**config.mk**
```make
export PLATFORM = sky130hd
export DESIGN_NAME = md_stall_controller
export DESIGN_NICKNAME = d
export VERILOG_FILES = /design/src/rtl/md_stall_controller.sv
export SDC_FILE = /design/constraint.sdc
export NUM_CORES = 1
export LEC_CHECK = 0
export CAP_MARGIN = 5
export CORE_MARGIN = 4
export CORE_UTILIZATION = 21
export CTS_CLUSTER_DIAMETER = 60
export CTS_CLUSTER_SIZE = 10
export DETAILED_ROUTE_END_ITERATION = 8
export PLACE_DENSITY = 0.86
export SLEW_MARGIN = 20
export SYNTH_ARGS = -nofsm -noshare
export SYNTH_HDL_FRONTEND = slang
export SYNTH_SLANG_ARGS = --single-unit
```
**constraint.sdc**
```tcl
create_clock -name clk -period 4.1 [get_ports clk]
set_clock_uncertainty 0.2 [all_clocks]
set_input_delay 0.615 -clock clk [delete_from_list [all_inputs] [get_ports clk]]
set_output_delay 0.615 -clock clk [all_outputs]
set_load 0.03 [all_outputs]
```
**src/rtl/md_stall_controller.sv**
```systemverilog
// Multiply/divide launch sequencer and HI/LO hazard stall for the 5-stage pipeline.
// Define MD_CANCEL_EN to let a pipeline flush cancel an in-flight MD operation.
module md_stall_controller #(
  parameter int unsigned MULT_LAT = 5,
  parameter int unsigned DIV_LAT  = 10
) (
  input  logic        clk,
  input  logic        reset,
  input  logic [31:0] instr_D,
  input  logic [31:0] instr_E,
  input  logic        flush,
  output logic        md_start,
  output logic [1:0]  md_op,
  output logic        md_busy,
  output logic        md_done,
  output logic        stall_md
);

  localparam logic [3:0] MultLat = 4'(MULT_LAT);
  localparam logic [3:0] DivLat  = 4'(DIV_LAT);

  logic [3:0] cnt_q, cnt_d;
  logic       e_start_class;
  logic       d_hilo_class;

  logic unused_instr_bits;
  assign unused_instr_bits = ^{instr_D[25:6], instr_D[1:0], instr_E[25:6]};

  // funct 24..27 is 0110xx; funct 16..19 is 0100xx.
  always_comb begin
    e_start_class = (instr_E[31:26] == 6'd0) && (instr_E[5:2] == 4'b0110);
    d_hilo_class  = (instr_D[31:26] == 6'd0) &&
                    ((instr_D[5:2] == 4'b0110) || (instr_D[5:2] == 4'b0100));
  end

  // Combinational outputs are masked by reset so they drop without a clock edge.
  always_comb begin
    md_busy  = (cnt_q != 4'd0);
    md_done  = (cnt_q == 4'd1);
    md_start = e_start_class && (cnt_q == 4'd0) && !flush && !reset;
    md_op    = (e_start_class && !reset) ? instr_E[1:0] : 2'b00;
    stall_md = d_hilo_class && (md_start || md_busy) && !reset;
  end

  always_comb begin
    cnt_d = cnt_q;
    if (md_start) begin
      cnt_d = instr_E[1] ? DivLat : MultLat;
    end else if (cnt_q != 4'd0) begin
`ifdef MD_CANCEL_EN
      cnt_d = flush ? 4'd0 : cnt_q - 4'd1;
`else
      cnt_d = cnt_q - 4'd1;
`endif
    end
  end

  always_ff @(posedge clk or posedge reset) begin
    if (reset) begin
      cnt_q <= 4'd0;
    end else begin
      cnt_q <= cnt_d;
    end
  end

endmodule

```
* Yosys cells after proc, flatten, opt, wreduce, memory -nomap -nowiden
Index checks and enable logic that the tools add are counted.
** Operators by class
- Add/subtract/negate cells :: 1
- Eq/ne operators :: 4
- Mux-type cells :: 4
- Reductions and logical operators :: 17
** Operators by type and width (number)
- $eq A4 B3 Y1 const B :: 3
- $logic_not A6 Y1 :: 2
- $mux W4 :: 3
- $logic_and A1 B1 Y1 :: 8
- $eq A4 B1 Y1 const B :: 1
- $logic_not A4 Y1 :: 1
- $reduce_bool A4 Y1 :: 1
- $sub A4 B1 Y4 const B :: 1
- $logic_not A1 Y1 :: 2
- $logic_or A1 B1 Y1 :: 2
- $mux W2 :: 1
- $reduce_bool A2 Y1 :: 1
** Word-level totals
- Bits in registers :: 4
- Bits of input ports :: 67
- Output and inout port bits :: 6
- Word-level logic and storage cells :: 27

* Depth between registers and ports, before layout
Gate-level depths: netlist of the first run.
- Depth in word-level cells :: 8
- Mapped depth :: 6
- Mapped depth without buffers :: 5

* Worst setup path after synthesis of the first run
OpenSTA, ideal clock, no wires.
- Kind :: flip-flop to output port
- Start :: reg cnt_q[0]
- End :: out md_start
- Arrival :: 1668 ps
- Required time :: 3285 ps
- Path slack :: 1617 ps
- Cell stages (with the launch flop) :: 7
- Buffers on the path :: 1
- Path through :: dfrtp_1 > inv_1 > ha_1 > and2_1 > buf_2 > clkinv_1 > nor2_1
** Between the ends
- Longest elaborated chain between the ends :: 4
** RTL lines
- start, declared :: line 22 : logic [3:0] cnt_q, cnt_d;
- start signal, assigned :: line 62 : cnt_q <= cnt_d;
- $logic_not A4 Y1 :: line 40 : md_start = e_start_class && (cnt_q == 4'd0) && !flush && !reset;
- $logic_and A1 B1 Y1 (3 in a row) :: line 40
- end, declared :: line 12 : output logic md_start,
Every way passes these cells.

* Final worst setup path of the first run
- Start :: in reset
- End :: out stall_md
** Between the ends
- Longest elaborated chain between the ends :: 5
** RTL lines
- start, declared :: line 8 : input logic reset,
- $logic_not A1 Y1 (no source line) *
- $logic_and A1 B1 Y1 :: line 40
- $logic_or A1 B1 Y1 :: line 42 : stall_md = d_hilo_class && (md_start || md_busy) && !reset;
- $logic_and A1 B1 Y1 :: line 42
- $logic_and A1 B1 Y1 * :: line 42
- end, declared :: line 16 : output logic stall_md
Every way passes the cells marked *; elsewhere a longest branch is shown, timed or not.

==> out/qor.yml, run 1 <==
finish:
  num_antenna_cells: 0
  largest_reg_flops: 4
  area_growth_pct: 88.85
  finalNetCount: 147
  final_cell_mix: "clkdlybuf4s50_1 (29), nor2_1 (5), inv_1 (5)"
  final_common_cell: "clkdlybuf4s50_1"
  drive_gt1_share_pct: 8.000
  regMostFlops: "cnt_q"
  largestRegisters: "cnt_q (4)"
  fin_util_pct: 41.74
power_and_ir_drop:
  leakage_uw: 0.0002831
  power_uw: 287.9
  ir_worst_vdd_mv: 0.2152
  power.density_nw_per_um2: 399.5
route:
  num_vias: 431
  drcViolationCount: 0
  vias_per_cell: 4.310
  first_pass_iters: 2
  first_iter_violations: 2
  wl_mm: 1.010
  wl_per_cell_um: 10.10
  postRouteAntennaNets: 0
hold_path:
  holdPathEnd: "cnt_q[3]$_DFFE_PP0P_"
  worst_hold_startpoint: "cnt_q[3]$_DFFE_PP0P_"
  hold_depth: 2
  hp-class: "flip-flop to flip-flop"
synth:
  yosys.area.top_type_share_pct: 26.23
  synth_seq_cells: 4
  ys_seq_area_share_pct: 26.23
  yosys-top-cells-area: "dfrtp_1 (26%), ha_1 (9.8%), nor4b_4 (6.2%)"
  syn_nets: 114
  yosysWarnings: 0
  synth_top_cell_by_area: "dfrtp_1"
  syn_area_um2: 381.6
  netlist_instances: 44
  postSynthAreaPerCell_um2: 8.673
  ys_types: 25
sta:
  rsz0062_at_grt: "false"
  finalMaxSlewViolations: 0
  fin_crit_ns: 3.337
  finalSetupViolations: 0
  fin_ws_ns: 0.7634
  relSlewSlack_pct: 78.22
  fin_tns_setup_ns: 0
  fmax_ghz: 0.2997
  hold_viol: 0
  timing.hold.ws_ns: 0.3302
  post-route-period-util_pct: 81.38
  tightest_slew_ns: 0.3256
critical_path:
  worst_ep_required_time_ns: 3.28
  critPathKind: "primary input to output pin"
  path_max_fanout: 5
  reg2regPathDepth: 5
  arrival_ns: 2.52
  regToRegEndpoint: "cnt_q[1]$_DFFE_PP0P_"
  startpoint_type: "primary input"
  r2r_slack_ns: 2.49
  end_kind: "output pin"
  r2r-start: "cnt_q[0]$_DFFE_PP0P_"
placement:
  dp_slack_ns: 0.7456
  gp_congestion: 0.6899
  io_buffers: 29
  dp_hpwl_um: 904.6
floorplanning:
  initial_core_util_pct: 22.10
  core_um2: 1727
  num_rows: 15
  die_area_um2: 2563
  die_w_um: 50.63
  io_pins: 73
  dieHeight_um: 50.63
grt:
  grt_max_degree: 7
  grt_usage_pct: 9.685
  grt_pass1_wl_mm: 1.856
  grt-ovfl-total: 0
  grt_pass1_vias: 473
  antenna_found_initial: 0
cts:
  clock_path_buffers: 2
  cts_resized: 0
  worstSkewPairLatency_ns: 0.23
  clock-sinks: 4
  cts_setup_buffers: 0
  htreeDepth: 1
  cts_tree: "built"
  clk_pin_slew_ns: 0.04
  cts_hold_buf: 0
  cts_root_buffer: "clkbuf_4"
  cts_inserted_buffers: 3
run:
  maxCapViolCount: 0
status:
  status: "finished, final reports clean"
==> cells by family (layout without fill, tap and decap cells) <==
logic type,Yosys count,after routing,share of synthesized area (%)
AOI/OAI and AO/OA,10,10,17.70
xor gates and xnor gates,1,1,2.296
adders and majority gates,3,3,9.837
buffers and inverters,7,38,7.211
DFF,4,4,26.23
and+or+nand+nor,19,19,36.72
==> metal layers <==
| layer | GRT usage [%] | vias up | routed length (um) | share of wire, % |
|---|---|---|---|---|
| li1 | - | 221 | - | - |
| met2 | 17.17 | 23 | 483 | 48 |
| met3 | 6.528 | 0 | 149 | 15 |
| met4 | 2.691 | 0 | 0 | 0 |
| met5 | 0 | - | 0 | 0 |
| met1 | 8.945 | 187 | 377 | 37 |
==> how the worst max path moves through the flow <==
stage	from	endpoint	slack, ns	cells past startpoint
3_5_place_dp	reset	stall_md	0.75	5
4_1_cts	reset	stall_md	0.74	5
6_report	reset	stall_md	0.76	5
5_1_grt	flush	stall_md	0.62	5
3_3_place_gp	reset	stall_md	0.75	5
2_1_floorplan	cnt_q[0]$_DFFE_PP0P_	md_start	1.62	6
==> worst max-delay path, cell delays in order <==
cell	delay (ns)
clkdlybuf4s50_1	0.48
nor4_4	0.34
nand3_1	0.21
a21oi_1	0.19
clkdlybuf4s50_1	0.69
==> cells in the mapped netlist <==
library cell / instances
o31ai_1: 1
o21ai_0: 1
nand3_2: 1
dfrtp_1: 4
nor4b_4: 1
xnor2_1: 1
a22oi_1: 1
nor3b_1: 1
a21o_1: 1
nand3_1: 1
nor4b_1: 1
nand2_1: 3
a21oi_1: 1
nor4_4: 1
o31a_1: 2
o21ai_1: 1
buf_2: 1
and2_1: 2
ha_1: 3
nand4b_1: 1
clkinv_1: 1
nor4_1: 2
o22ai_1: 2
inv_1: 5
nor2_1: 5
==> area by class of cell <==
class / count / area, um^2
Fill cell: 184 / 1006
Timing Repair Buffer: 29 / 290.3
Multi-Input combinational cell: 33 / 254.0
Sequential cell: 4 / 100.1
Tap cell: 25 / 31.28
Clock buffer: 3 / 22.52
Inverter: 6 / 22.52
==> metrics by stage <==
step / cells / instance area, um^2
floorplan: 44 / 381.6
global placement: 97 / 698.2
detailed placement: 97 / 698.2
CTS: 100 / 720.7
global route: 100 / 720.7
finish: 100 / 720.7
==> report_power, final <==
part           total (uW)  leakage (uW)  internal [uW]  switching, uW
combinational         158      0.000222           82.3           75.4
clock                48.0     0.0000138           32.7           15.3
sequential           82.3     0.0000473           61.8           20.5
total                 288      0.000283            177            111
(Power assumes the default switching activity.)
==> run 2: changes to the inputs <==
- CORE_UTILIZATION: 21 -> 17
- PLACE_DENSITY: 0.86 -> 0.74
- clock period: 4.1 -> 3 ns (I/O delays scaled with it)
==> out/qor.yml, run 2 (same netlist as run 1, synthesis figures left out) <==
power_and_ir_drop:
  p_int_uw: 241.0  # was 176.8 uW
  leakage_uw: 0.0002872  # was 0.0002831 uW
  clock_power_share_pct: 16.1  # was 16.7%
  p_sw_uw: 152.4  # was 111.1 uW
  ir_worst_vdd_mv: 0.2484  # was 0.2152 mV
  p_seq_share_pct: 28.6  # about the same
  power.density_nw_per_um2: 547.7  # was 399.5 nW/um^2
  switching_share_pct: 38.73  # was 38.60%
  power_frac_comb_pct: 55.4  # was 54.8%
route:
  wl_mm: 1.075  # was 1.010 mm
  wl_per_cell_um: 10.54  # was 10.10 um
  vias_per_cell: 4.294  # was 4.310
  num_vias: 438  # was 431
  postRouteAntennaNets: 0  # unchanged
  drcViolationCount: 0  # unchanged
  first_pass_iters: 4  # was 2
  first_iter_violations: 6  # was 2
cts:
  clk_pin_slew_ns: 0.03  # was 0.04 ns
  cts_resized: 0  # unchanged
  clock-sinks: 4  # unchanged
  cts_tree: "built"  # unchanged
  cts_root_buffer: "clkbuf_4"  # unchanged
  cts_setup_buffers: 0  # unchanged
  clock_path_buffers: 2  # unchanged
  cts_inserted_buffers: 3  # unchanged
  worstSkewPairLatency_ns: 0.23  # about the same
  htreeDepth: 1  # unchanged
  cts_hold_buf: 0  # unchanged
floorplanning:
  dieHeight_um: 55.38  # was 50.63 um
  core_um2: 2042  # was 1727 um^2
  num_rows: 16  # was 15
  die_w_um: 55.38  # was 50.63 um
  initial_core_util_pct: 18.69  # was 22.10%
  io_pins: 73  # unchanged
  die_area_um2: 3067  # was 2563 um^2
finish:
  largestRegisters: "cnt_q (4)"  # unchanged
  area_growth_pct: 88.20  # was 88.85%
  final_common_cell: "clkdlybuf4s50_1"  # unchanged
  largest_reg_flops: 4  # unchanged
  num_antenna_cells: 0  # unchanged
  fin_util_pct: 35.17  # was 41.74%
  drive_gt1_share_pct: 10.67  # was 8.000%
  regMostFlops: "cnt_q"  # unchanged
  final_cell_mix: "clkdlybuf4s50_1 (27), nor2_1 (5), inv_1 (5)"  # was clkdlybuf4s50_1 (29), nor2_1 (5), inv_1 (5)
  fillers: 213  # was 184
  finalNetCount: 147  # unchanged
  stdcell_count: 102  # was 100
grt:
  grt_usage_pct: 7.006  # was 9.685%
  busiest_layer: "met2"  # unchanged
  antenna_found_initial: 0  # unchanged
  grt.met1_usage_pct: 6.676  # was 8.945%
  grt_pass1_wl_mm: 1.738  # was 1.856 mm
  use_met2_pct: 12.50  # was 17.17%
  grt.met3_usage_pct: 2.331  # was 6.528%
  grt_pass1_vias: 475  # was 473
  grt_max_degree: 7  # unchanged
  grt-ovfl-total: 0  # unchanged
critical_path:
  crit_chain: "clkdlybuf4s50_1 > nor4_4 > nand3_2 > nor2_1 > clkdlybuf4s50_1"  # was clkdlybuf4s50_1 > nor4_4 > nand3_1 > a21oi_1 > clkdlybuf4s50_1
  crit_path_max_incr_delay_ns: 0.67  # was 0.69 ns
  slowest_stage: "clkdlybuf4s50_1"  # unchanged
  arrival_ns: 2.21  # was 2.52 ns
  worst_ep_required_time_ns: 2.35  # was 3.28 ns
  path_max_fanout: 4  # was 5
  startpoint_type: "primary input"  # unchanged
  end_kind: "output pin"  # unchanged
  path_common_cell: "clkdlybuf4s50_1"  # unchanged
  critPathKind: "primary input to output pin"  # unchanged
sta:
  post-route-period-util_pct: 95.21
  fmax_ghz: 0.3501
  fin_crit_ns: 2.856
  tightest_slew_ns: 0.3125  # was 0.3256 ns
  relSlewSlack_pct: 79.10  # was 78.22%
  finalMaxSlewViolations: 0  # unchanged
  fin_ws_ns: 0.1437  # was 0.7634 ns
  finalSetupViolations: 0  # unchanged
  rsz0062_at_grt: "false"  # unchanged
  hold_viol: 0  # unchanged
  fin_tns_setup_ns: 0  # unchanged
placement:
  dp_slack_ns: 0.1245  # was 0.7456 ns
  dp_hpwl_um: 961  # was 904.6 um
  dp_cells: 99  # was 97
  io_buffers: 29  # unchanged
  gp_congestion: 0.7326  # was 0.6899
run:
  maxCapViolCount: 0  # unchanged
hold_path:
  hp-class: "flip-flop to flip-flop"  # unchanged
status:
  status: "finished, final reports clean"  # unchanged
==> run 2: per-stage QoR <==
stage	total power (uW)	instance area [um^2]	hold slack, ns
after CTS	397.6	718.2	0.3240
after global placement	323.2	695.7	0.3182
final	393.4	718.2	0.3218
after global routing	427.0	718.2	0.3501
after detailed placement	330.3	695.7	0.3130
after floorplan	249.9	381.6	0.01608
==> run 2: power groups by stage <==
stage | logic (uW) | clock network [uW] | registers (uW)
4_1_cts | 219 | 67.1 | 112
3_3_place_gp | 212 | 0 | 111
6_report | 218 | 63.2 | 112
5_1_grt | 241 | 68.6 | 117
2_1_floorplan | 143 | 0 | 107
3_5_place_dp | 218 | 0 | 112
==> run 2: critical path, delay by kind of cell <==
kind | cells | cell delay [ns]
buffers and inverters | 2 | 1.16
AND/OR/NAND/NOR | 3 | 0.59
==> run 2: cell type report <==
type | count | area (um^2) | area share (%)
Multi-Input combinational cell | 33 | 254.0 | 35.37
Tap cell | 27 | 33.78 | 4.704
Timing Repair Buffer | 29 | 285.3 | 39.72
Sequential cell | 4 | 100.1 | 13.94
Inverter | 6 | 22.52 | 3.136
Clock buffer | 3 | 22.52 | 3.136
==> run 2: path summary, 6_finish.rpt <==
check                      slack (ns)  cells after the start                   end            startpoint
max                              0.14                      5              md_op[1]                 reset
min                              0.32                      2  cnt_q[3]$_DFFE_PP0P_  cnt_q[3]$_DFFE_PP0P_
max reg2reg                      1.34                      5  cnt_q[1]$_DFFE_PP0P_  cnt_q[0]$_DFFE_PP0P_
min reg2reg                      0.32                      2  cnt_q[3]$_DFFE_PP0P_  cnt_q[3]$_DFFE_PP0P_
max in group asynchronous        2.11                      2  cnt_q[3]$_DFFE_PP0P_                 reset
min in group asynchronous        0.34                      2  cnt_q[1]$_DFFE_PP0P_                 reset
==> run 2: metal layers <==
layer | part of all wire (%) | up-vias
li1 | - | 220
met1 | 39 | 196
met2 | 51 | 22
met3 | 9.4 | 0
met4 | 0 | 0
met5 | 0 | -
